--- src/rtl/cpu_bus_ctrl.sv ---
// Bus-cycle sequencer between the 68000 CPU wrapper and a ready/valid memory port.
// Each address-strobe edge becomes one memory request; IACK cycles are autovectored.
module cpu_bus_ctrl #(
    parameter int ADDR_WIDTH = 23,
    parameter int DATA_WIDTH = 16,
    parameter int TIMEOUT    = 255
) (
    input  logic                  clock,
    input  logic                  reset,
    input  logic                  cpu_as,
    input  logic                  cpu_rw,
    input  logic                  cpu_uds,
    input  logic                  cpu_lds,
    input  logic [2:0]            cpu_fc,
    input  logic [ADDR_WIDTH-1:0] cpu_addr,
    input  logic [DATA_WIDTH-1:0] cpu_dout,
    output logic [DATA_WIDTH-1:0] cpu_din,
    output logic                  cpu_dtack,
    output logic                  cpu_vpa,
    output logic                  mem_rd,
    output logic                  mem_wr,
    output logic [ADDR_WIDTH-1:0] mem_addr,
    output logic [1:0]            mem_mask,
    output logic [DATA_WIDTH-1:0] mem_dout,
    input  logic                  mem_ready,
    input  logic                  mem_valid,
    input  logic [DATA_WIDTH-1:0] mem_din,
    output logic                  timeout
);

    localparam int CNT_W = $clog2(TIMEOUT + 1);

    typedef enum logic [2:0] {
        S_IDLE,
        S_REQ,
        S_WAIT_DATA,
        S_ACK,
        S_IACK
    } state_t;

    state_t                  state_q, state_d;
    logic                    as_q;
    logic                    rw_q, rw_d;
    logic [ADDR_WIDTH-1:0]   addr_q, addr_d;
    logic [1:0]              mask_q, mask_d;
    logic [DATA_WIDTH-1:0]   wdata_q, wdata_d;
    logic [DATA_WIDTH-1:0]   din_q, din_d;
    logic [CNT_W-1:0]        cnt_q, cnt_d;
    logic                    abort_q, abort_d;
    logic                    timeout_q, timeout_d;
    logic                    start;
    logic                    expired;

    assign start   = cpu_as & ~as_q & (cpu_uds | cpu_lds);
    // Counter is checked before increment, so requests stay up for exactly TIMEOUT cycles.
    assign expired = (cnt_q >= CNT_W'(TIMEOUT - 1));

    always_ff @(posedge clock) begin
        if (reset) begin
            state_q   <= S_IDLE;
            as_q      <= 1'b0;
            rw_q      <= 1'b0;
            addr_q    <= '0;
            mask_q    <= '0;
            wdata_q   <= '0;
            din_q     <= '0;
            cnt_q     <= '0;
            abort_q   <= 1'b0;
            timeout_q <= 1'b0;
        end else begin
            state_q   <= state_d;
            as_q      <= cpu_as;
            rw_q      <= rw_d;
            addr_q    <= addr_d;
            mask_q    <= mask_d;
            wdata_q   <= wdata_d;
            din_q     <= din_d;
            cnt_q     <= cnt_d;
            abort_q   <= abort_d;
            timeout_q <= timeout_d;
        end
    end

    always_comb begin
        state_d   = state_q;
        rw_d      = rw_q;
        addr_d    = addr_q;
        mask_d    = mask_q;
        wdata_d   = wdata_q;
        din_d     = din_q;
        cnt_d     = cnt_q;
        abort_d   = abort_q;
        timeout_d = 1'b0;

        case (state_q)
            S_IDLE: begin
                abort_d = 1'b0;
                if (start) begin
                    if (cpu_fc == 3'b111) begin
                        state_d = S_IACK;
                    end else begin
                        rw_d    = cpu_rw;
                        addr_d  = cpu_addr;
                        mask_d  = {cpu_uds, cpu_lds};
                        wdata_d = cpu_dout;
                        cnt_d   = '0;
                        state_d = S_REQ;
                    end
                end
            end

            S_REQ: begin
                cnt_d = cnt_q + 1'b1;
                if (mem_ready) begin
                    if (!rw_q) begin
                        state_d = S_ACK;
                    end else if (mem_valid) begin
                        din_d   = mem_din;
                        state_d = S_ACK;
                    end else begin
                        state_d = S_WAIT_DATA;
                    end
                end else if (!cpu_as) begin
                    state_d = S_IDLE;
                end else if (expired) begin
                    din_d     = '1;
                    timeout_d = 1'b1;
                    state_d   = S_ACK;
                end
            end

            S_WAIT_DATA: begin
                cnt_d = cnt_q + 1'b1;
                // The accepted read must still drain even if the CPU gave up on it.
                if (!cpu_as) begin
                    abort_d = 1'b1;
                end
                if (mem_valid) begin
                    if (abort_q || !cpu_as) begin
                        state_d = S_IDLE;
                    end else begin
                        din_d   = mem_din;
                        state_d = S_ACK;
                    end
                end else if (expired) begin
                    timeout_d = 1'b1;
                    if (abort_q || !cpu_as) begin
                        state_d = S_IDLE;
                    end else begin
                        din_d   = '1;
                        state_d = S_ACK;
                    end
                end
            end

            S_ACK: begin
                if (!cpu_as) begin
                    state_d = S_IDLE;
                end
            end

            S_IACK: begin
                if (!cpu_as) begin
                    state_d = S_IDLE;
                end
            end

            default: state_d = S_IDLE;
        endcase
    end

    assign mem_rd    = (state_q == S_REQ) &  rw_q;
    assign mem_wr    = (state_q == S_REQ) & ~rw_q;
    assign cpu_dtack = (state_q == S_ACK);
    assign cpu_vpa   = (state_q == S_IACK);
    assign mem_addr  = addr_q;
    assign mem_mask  = mask_q;
    assign mem_dout  = wdata_q;
    assign cpu_din   = din_q;
    assign timeout   = timeout_q;

endmodule

--- config.mk ---
export PLATFORM = sky130hd
export DESIGN_NAME = cpu_bus_ctrl
export DESIGN_NICKNAME = d
export VERILOG_FILES = /design/src/rtl/cpu_bus_ctrl.sv
export SDC_FILE = /design/constraint.sdc
export NUM_CORES = 1
export LEC_CHECK = 0
export CORE_ASPECT_RATIO = 1.1
export CORE_UTILIZATION = 30
export CTS_BUF_LIST = sky130_fd_sc_hd__clkbuf_4 sky130_fd_sc_hd__clkbuf_8
export DETAILED_ROUTE_END_ITERATION = 16
export GPL_ROUTABILITY_DRIVEN = 0
export MAX_ROUTING_LAYER = met4
export PLACE_DENSITY_LB_ADDON = 0.05
export RECOVER_POWER = 50
export SLEW_MARGIN = 20
export SYNTH_ARGS = -nofsm -noshare
export SYNTH_HDL_FRONTEND = slang
export SYNTH_SLANG_ARGS = --single-unit
--- constraint.sdc ---
create_clock -name clock -period 4.9 [get_ports clock]
set_input_delay 0.49 -clock clock [delete_from_list [all_inputs] [get_ports clock]]
set_output_delay 0.49 -clock clock [all_outputs]
set_load 0.05 [all_outputs]
After elaboration in Yosys (flattened, before gate mapping)
Index checks and enable logic that the tools add are counted.

Flip-flop bits (word level): 72. Bits in latches: 0. RAM bits: 0. Memory bits (read-only): 0. Logic and storage cells: 81. Memories kept: 0.

$add $sub $neg: 1. Multipliers: 0. Div/mod/pow operators: 0. $lt $le $gt $ge: 1. Eq/ne operators: 16. Shift operators: 0. Muxes and demuxes: 32. Bitwise logic cells: 8. Reduce and logical (&&, ||, !) cells: 13.

Operators with widths (count): two-way mux 16 bit (9); case mux 16 bit (2 select lines) (1); two-way mux 3 bit (8); two-way mux 8 bit (2); case mux 8 bit (2 select lines) (1); inequality test 3 bit, second input constant (5); case mux 3 bit (4 select lines) (1); inequality test 2 bit, second input constant (5); adder 8 x 1 -> 8 bit, second input constant (1); >= comparator 8 bit, second input constant (1); two-way mux 1 bit (7); AND reduction 7 bit (1); equality test 3 x 2 -> 1 bit, second input constant (2); equality test 3 bit, second input constant (2); AND reduction 3 bit (2); nonzero test 2 bit (3); AND 1 bit (4); inequality test 4 bit, second input constant (1); case mux 1 bit (2 select lines) (2); AND reduction 4 bit (1); OR reduction 2 bit (2); equality test 3 x 1 -> 1 bit, second input constant (1); logical NOT 3 bit (1); NOT 1 bit (3); 5 further kinds (5).

Logic depth before layout (Yosys ltp)
Gate-level depths: netlist of the first run.

Depth in word-level cells: 6. Mapped depth: 7. Mapped depth without buffers: 6.

Least setup slack after synthesis of the first run
OpenSTA, ideal clock, no wires.

Path type: reg-to-reg. Start: reg state_q[0]. End: reg state_q[0]. Data arrival time: 2.164 ns. Slack: 2.615 ns. Stages on the path, launching flop included: 6. Buffers on the path: 1. Period minus slack after synthesis: 2.285 ns. Cells stage by stage: dfxtp_1 > buf_2 > nor3b_1 > o21ai_0 > o211a_1 > mux2i_1.

Word-level cells in the longest chain between the ends: 4. Elaborated cells on any way between the ends: 12.

RTL lines: start, declared (line 41) `state_t state_q, state_d;`; start signal, assigned (line 71) `state_q <= state_d;`; equality test 3 bit *; via cpu_vpa (line 19) `output logic cpu_vpa,`; OR reduction 2 bit (no source line) *; inequality test 2 bit (no source line); AND reduction 4 bit (no source line).

The timed path passes the listed nets; every way through them passes the cells marked *. A chain may end at the register's enable or synchronous reset.

Final worst setup path of the first run
Start: reg state_q[0]. End: out mem_wr.

Word-level cells in the longest chain between the ends: 2.

RTL lines: equality test 3 x 1 -> 1 bit (line 173) `assign mem_wr = (state_q == S_REQ) & ~rw_q;`; AND 1 bit (line 173); end, declared (line 21) `output logic mem_wr,`.

Every way passes these cells.

==> flow_summary.json, run 1 <==
{
  "status": "finished, final reports clean",
  "post-place-ws_ns": 1.846,
  "whs_ns": 0.4514,
  "syn-cell-area_sq_um": 3191,
  "p_clk_share_pct": 23.1,
  "ioPinCount": 128,
  "grt_max_degree": 93,
  "worst_pin_slew_ns": 1.159,
  "swShare_pct": 39.74,
  "min_to": "mem_addr[3]$_SDFFE_PP0P_",
  "rr_worst_depth": 4,
  "worstPathMaxFanout": 13,
  "netlist_top_cells_count": "87 x nand2_1, 72 x dfxtp_1, 44 x a21oi_1",
  "hpwl_um": 5483,
  "max_cap_violations": 0,
  "ys_types": 52,
  "cts_setup_buffers": 0,
  "drive_gt1_share_pct": 6.418,
  "clock-sinks": 72,
  "cp-start-kind": "flip-flop",
  "synth_cells": 364,
  "core_area_sq_um": 10340,
  "synth_top_family_by_area": "simple AND/OR/NAND/NOR gates",
  "finalSetupViolCount": 0,
  "cp-end-kind": "output port",
  "slew_violations": 0,
  "num_rows": 39,
  "yosysWarnings": 0,
  "synth.largest_area_cell": "dfxtp_1",
  "grt_pass1_vias": 2645,
  "synth_seq_area_share_pct": 45.18,
  "dpl.cell_count": 608,
  "fmaxAchievable_ghz": 0.3398,
  "synth_edf_count": 0,
  "synth.area.top_cells": "dfxtp_1 45%, nand2_1 10%, a21oi_1 6.9%",
  "async_flop_share_pct": 0,
  "hold_path.startpoint": "mem_addr[3]$_SDFFE_PP0P_",
  "critPathArrivalTime_ns": 2.45,
  "r2r_start": "state_q[1]$_SDFFE_PP0P_",
  "required_ns": 4.41,
  "combPwrFrac_pct": 39.8,
  "htree_levels": 3,
  "routed_wl_um": 8338,
  "drc": 0,
  "p_leak_nw": 1.912,
  "nets": 546,
  "yosysTopAreaCellShare_pct": 45.18,
  "internal_power_w": 0.001188,
  "drt-initial-drc-count": 93,
  "setup_slack_ns": 1.957,
  "fin_cells": 626,
  "yosys.area_share.xor_xnor_pct": 0.2745,
  "crit_type": "reg -> out",
  "peakVddDrop_v": 0.0001897,
  "die_x_um": 100.3,
  "cts_tree": "built",
  "p_per_area_nw_per_um2": 420.8,
  "diodes": 0,
  "postCtsHoldBufs": 0,
  "antenna_found_initial": 0,
  "synth_compound_area_share_pct": 18.51,
  "r2r-end": "cpu_din[1]$_SDFFE_PP0P_",
  "fin_crit_ns": 2.943,
  "grt_pass1_wl_um": 12860,
  "hold_viol_final": 0,
  "synth_seq_cells": 72,
  "clock_tree.root_cell": "clkbuf_8",
  "start_util_pct": 30.84,
  "die_h_um": 110.2,
  "ff2ff_setup_slack_ns": 2.61,
  "die-area_sq_um": 11050,
  "groute.usage.overall_pct": 15.40,
  "cts_buffers": 9,
  "ys.flop_type": "dfxtp_1",
  "syn_area_per_cell_sq_um": 8.765,
  "p_sw_w": 0.0007832,
  "area_delta_synth_final_pct": 46.78,
  "hold_class": "reg -> reg",
  "clock_latency_ns": 0.35,
  "yosysMostFrequentCell": "nand2_1",
  "num_vias": 2870,
  "synth_simple_gate_area_share_pct": 22.59,
  "clock_tree.buffer_depth": 2,
  "post_cts_resized": 0,
  "slew_headroom_pct": 22.12,
  "fin_skew_ns": 0.006727,
  "synthAdderAreaFrac_pct": 0.7843,
  "grt_remaining_overflow": 0,
  "first_pass_iters": 4,
  "seq_power_share_pct": 37.1,
  "routed_via_density": 4.585,
  "clk_pin_slew_ns": 0.07,
  "finalSetupTns_ns": 0,
  "wire_per_inst_um": 13.32,
  "finalCritPeriodShare_pct": 60.05,
  "ant_nets": 0,
  "synth.mux.area_fraction_pct": 6.392,
  "synth_nets": 432,
  "rsz0062_at_grt": "false",
  "place.port_buffers": 127,
  "worst_hold_path.num_cells": 2
}
power groups by stage:
| stage | Combinational (W) | Clock (W) | Sequential [W] |
|---|---|---|---|
| floorplan | 0.000335 | 0 | 0.000979 |
| global placement | 0.000805 | 0 | 0.000745 |
| detailed placement | 0.000807 | 0 | 0.000747 |
| CTS | 0.000811 | 0.000477 | 0.000734 |
| global route | 0.000842 | 0.000499 | 0.000743 |
| finish | 0.000785 | 0.000454 | 0.000731 |
sequential cells by signal, summed over array words and instances, names as in the netlist:
register  count
abort_q       1
as_q          1
mem_dout     16
rw_q          1
mem_mask      2
mem_addr     23
cpu_din      16
state_q       3
timeout       1
cnt_q         8
metrics by stage:
stage               power (W)  utilization [%]  instance area [sq um]
finish               0.001971            45.27                   4683
global route         0.002084            45.27                   4683
CTS                  0.002022            45.03                   4658
detailed placement   0.001554            43.17                   4466
global placement     0.001550            43.17                   4466
floorplan            0.001314                -                   3191
area by class of cell:
cell class	count	area, sq um
tap	143	178.9
clock inverter	2	12.51
fill	1061	5662
clock buffer	14	180.2
sequential	72	1441
multi-input combinational	260	1549
timing repair buffer	131	1306
inverter	4	15.01
routing by layer:
| layer | track usage [%] | vias to the layer above | routed length, um |
|---|---|---|---|
| met4 | 7.867 | 0 | 146 |
| met2 | 23.63 | 80 | 3781 |
| met5 | - | - | 0 |
| met3 | 2.963 | 13 | 382 |
| li1 | - | 1472 | - |
| met1 | 19.35 | 1305 | 4027 |
worst max-delay path by stage:
stage                            start  slack [ns]                  endpoint
6_report       state_q[0]$_SDFFE_PP0P_        1.96                    mem_wr
5_1_grt        state_q[0]$_SDFFE_PP0P_        1.84                    mem_wr
4_1_cts        state_q[0]$_SDFFE_PP0P_        1.91                    mem_wr
3_5_place_dp                    cpu_as        1.85  mem_addr[8]$_SDFFE_PP0P_
3_3_place_gp                    cpu_as        1.95  mem_mask[1]$_SDFFE_PP0P_
2_1_floorplan  state_q[0]$_SDFFE_PP0P_        2.61   state_q[0]$_SDFFE_PP0P_
layout by cell type, fill, tap and decap left out, types with 2 or more instances in the layout:
master            n
nor3_1            4
a211oi_1          4
clkbuf_8         12
inv_1             4
clkdlybuf4s50_1  67
o21bai_1         18
nor3b_1           3
a311oi_1          2
or3_1             2
or3b_1            2
clkbuf_4          2
nor2_1            8
ha_1              2
o21a_1            2
mux2i_1          19
o21ai_0           4
nand2_2           2
buf_4             2
and3_1            3
dlygate4sd3_1    59
nand2_1          87
dfxtp_1          72
nand2b_1         22
o22ai_1           2
a21oi_1          44
nand3_1           4
a31oi_1           2
kinds of logic after synthesis:
kind of cell | Yosys count
AO/OA/AOI/OAI | 90
AND/OR/NAND/NOR | 147
flip-flops | 72
multiplexers | 20
buffers and inverters | 32
adder cells (fa/ha/maj) | 2
XOR/XNOR | 1
worst max-delay path, cell delays in order (launching register included):
cell and delay, ns:
dfxtp_1 0.60, or3b_1 0.51, nor2_1 0.17, clkdlybuf4s50_1 0.82
(Power assumes the default switching activity.)
==> inputs of run 2 (changes only) <==
==> constraint.sdc (replaced) <==
create_clock -name clock -period 2.6 [get_ports clock]
set_input_delay 0.26 -clock clock [delete_from_list [all_inputs] [get_ports clock]]
set_output_delay 0.26 -clock clock [all_outputs]
set_load 0.05 [all_outputs]
==> run 2 against run 1 <==
Compared with the run above: via count shrank 0.84%; combinational power grew 91%; first-iteration DRC count grew 39%; utilization shrank 0.18 points; global-route usage is essentially flat; largest cell class unchanged.
==> flow_summary.json, run 2 (same netlist as run 1, synthesis figures left out) <==
{
  "finalSetupTns_ns": 0,
  "largest_reg_flops": 23,
  "ioPinCount": 128,
  "drc": 0,
  "placed_area_sq_um": 4518,
  "p_per_area_nw_per_um2": 776.9,
  "drive_gt1_share_pct": 6.818,
  "hold_class": "in -> reg",
  "groute.usage.overall_pct": 15.40,
  "finalCritPeriodShare_pct": 92.45,
  "crit_type": "reg -> out",
  "clock_latency_ns": 0.34,
  "place.port_buffers": 127,
  "routed_via_density": 4.539,
  "worst_pin_slew_ns": 1.104,
  "cp-end-kind": "output port",
  "clock_tree.buffer_depth": 2,
  "grt_pass1_vias": 2544,
  "peakVddDrop_v": 0.0003740,
  "fmaxAchievable_ghz": 0.4160,
  "diodes": 0,
  "area_delta_synth_final_pct": 46.20,
  "die_h_um": 110.2,
  "final_core_util_pct": 45.09,
  "fin_crit_ns": 2.404,
  "p_sw_w": 0.001461,
  "final.fill_count": 1041,
  "grt_remaining_overflow": 0,
  "start_util_pct": 30.84,
  "status": "finished, final reports clean",
  "core_area_sq_um": 10340,
  "finalSetupViolCount": 0,
  "nets": 550,
  "num_rows": 39,
  "ant_nets": 0,
  "die-area_sq_um": 11050,
  "layout_common_cells": "87 x nand2_1, 72 x dfxtp_1, 68 x clkdlybuf4s50_1",
  "combPwrFrac_pct": 41.4,
  "grt_pass1_wl_um": 12810,
  "cts_tree": "built",
  "hpwl_um": 5546,
  "htree_levels": 3,
  "clock_tree.root_cell": "clkbuf_8",
  "post_cts_resized": 0,
  "routed_wl_um": 8267,
  "cp-start-kind": "flip-flop",
  "rsz0062_at_grt": "false",
  "die_x_um": 100.3,
  "postCtsHoldBufs": 0,
  "required_ns": 2.34,
  "worstPathMaxFanout": 7,
  "cts_buffers": 9,
  "max_cap_violations": 0,
  "slew_violations": 0,
  "wire_per_inst_um": 13.19,
  "swShare_pct": 40.31,
  "p_leak_nw": 1.899,
  "antenna_found_initial": 0,
  "fin_skew_ns": 0.004710,
  "drt-initial-drc-count": 129,
  "internal_power_w": 0.002163,
  "clock-sinks": 72,
  "critPathArrivalTime_ns": 2.14,
  "postLayoutCellArea_sq_um": 4664,
  "first_pass_iters": 4,
  "final_common_cell": "nand2_1",
  "whs_ns": 0.2718,
  "hold_viol_final": 0,
  "p_clk_share_pct": 21.0,
  "slew_headroom_pct": 26.25,
  "num_vias": 2846,
  "grt_max_degree": 51,
  "seq_power_share_pct": 37.6,
  "clk_pin_slew_ns": 0.07,
  "ff2ff_setup_slack_ns": 0.24,
  "cts_setup_buffers": 0
}
[run 2: layout make-up]
cell class | instances | area [sq um] | area share, %
clock inverters | 1 | 7.507 | 0.1609
flip-flops and latches | 72 | 1441 | 30.90
clock buffers | 12 | 146.4 | 3.138
multi-input cells | 260 | 1549 | 33.21
repair buffers | 135 | 1326 | 28.43
well taps | 143 | 178.9 | 3.836
inverters | 4 | 15.01 | 0.3219
[run 2: path summary, 6_finish.rpt]
| path | cells past startpoint | endpoint | start |
|---|---|---|---|
| max | 3 | cpu_vpa | state_q[2]$_SDFFE_PP0P_ |
| min | 4 | timeout$_SDFF_PP0_ | reset |
| max reg2reg | 6 | cpu_din[9]$_SDFFE_PP0P_ | cnt_q[0]$_SDFFE_PP0P_ |
| min reg2reg | 2 | mem_addr[9]$_SDFFE_PP0P_ | mem_addr[9]$_SDFFE_PP0P_ |
[run 2: critical path: stages, from the launching register on]
cell             delay, ns
dfxtp_1               0.45
buf_4                 0.18
nor3b_1               0.30
clkdlybuf4s50_1       0.87
[run 2: metal layers]
metal	global-route usage, %	share of wire (%)	vias up
li1	-	-	1476
met1	19.84	48	1281
met2	23.29	46	78
met3	2.837	4.8	11
met4	7.453	1.7	0
met5	-	0	-
[run 2: per-stage QoR]
| step | power [W] | worst slack [ns] | std cells |
|---|---|---|---|
| floorplan | 0.002476 | 0.3148 | 364 |
| global placement | 0.002949 | 0.2823 | 614 |
| detailed placement | 0.002951 | 0.2437 | 614 |
| CTS | 0.003726 | 0.1561 | 627 |
| global route | 0.003832 | 0.06747 | 627 |
| finish | 0.003624 | 0.1962 | 627 |
[run 2: power by group through the flow]
| stage | Sequential [W] | Combinational (W) | Clock, W |
|---|---|---|---|
| after CTS | 0.00137 | 0.00156 | 0.000792 |
| after floorplan | 0.00185 | 0.000630 | 0 |
| final | 0.00136 | 0.00150 | 0.000762 |
| after detailed placement | 0.00139 | 0.00156 | 0 |
| after global routing | 0.00139 | 0.00161 | 0.000837 |
| after global placement | 0.00139 | 0.00156 | 0 |
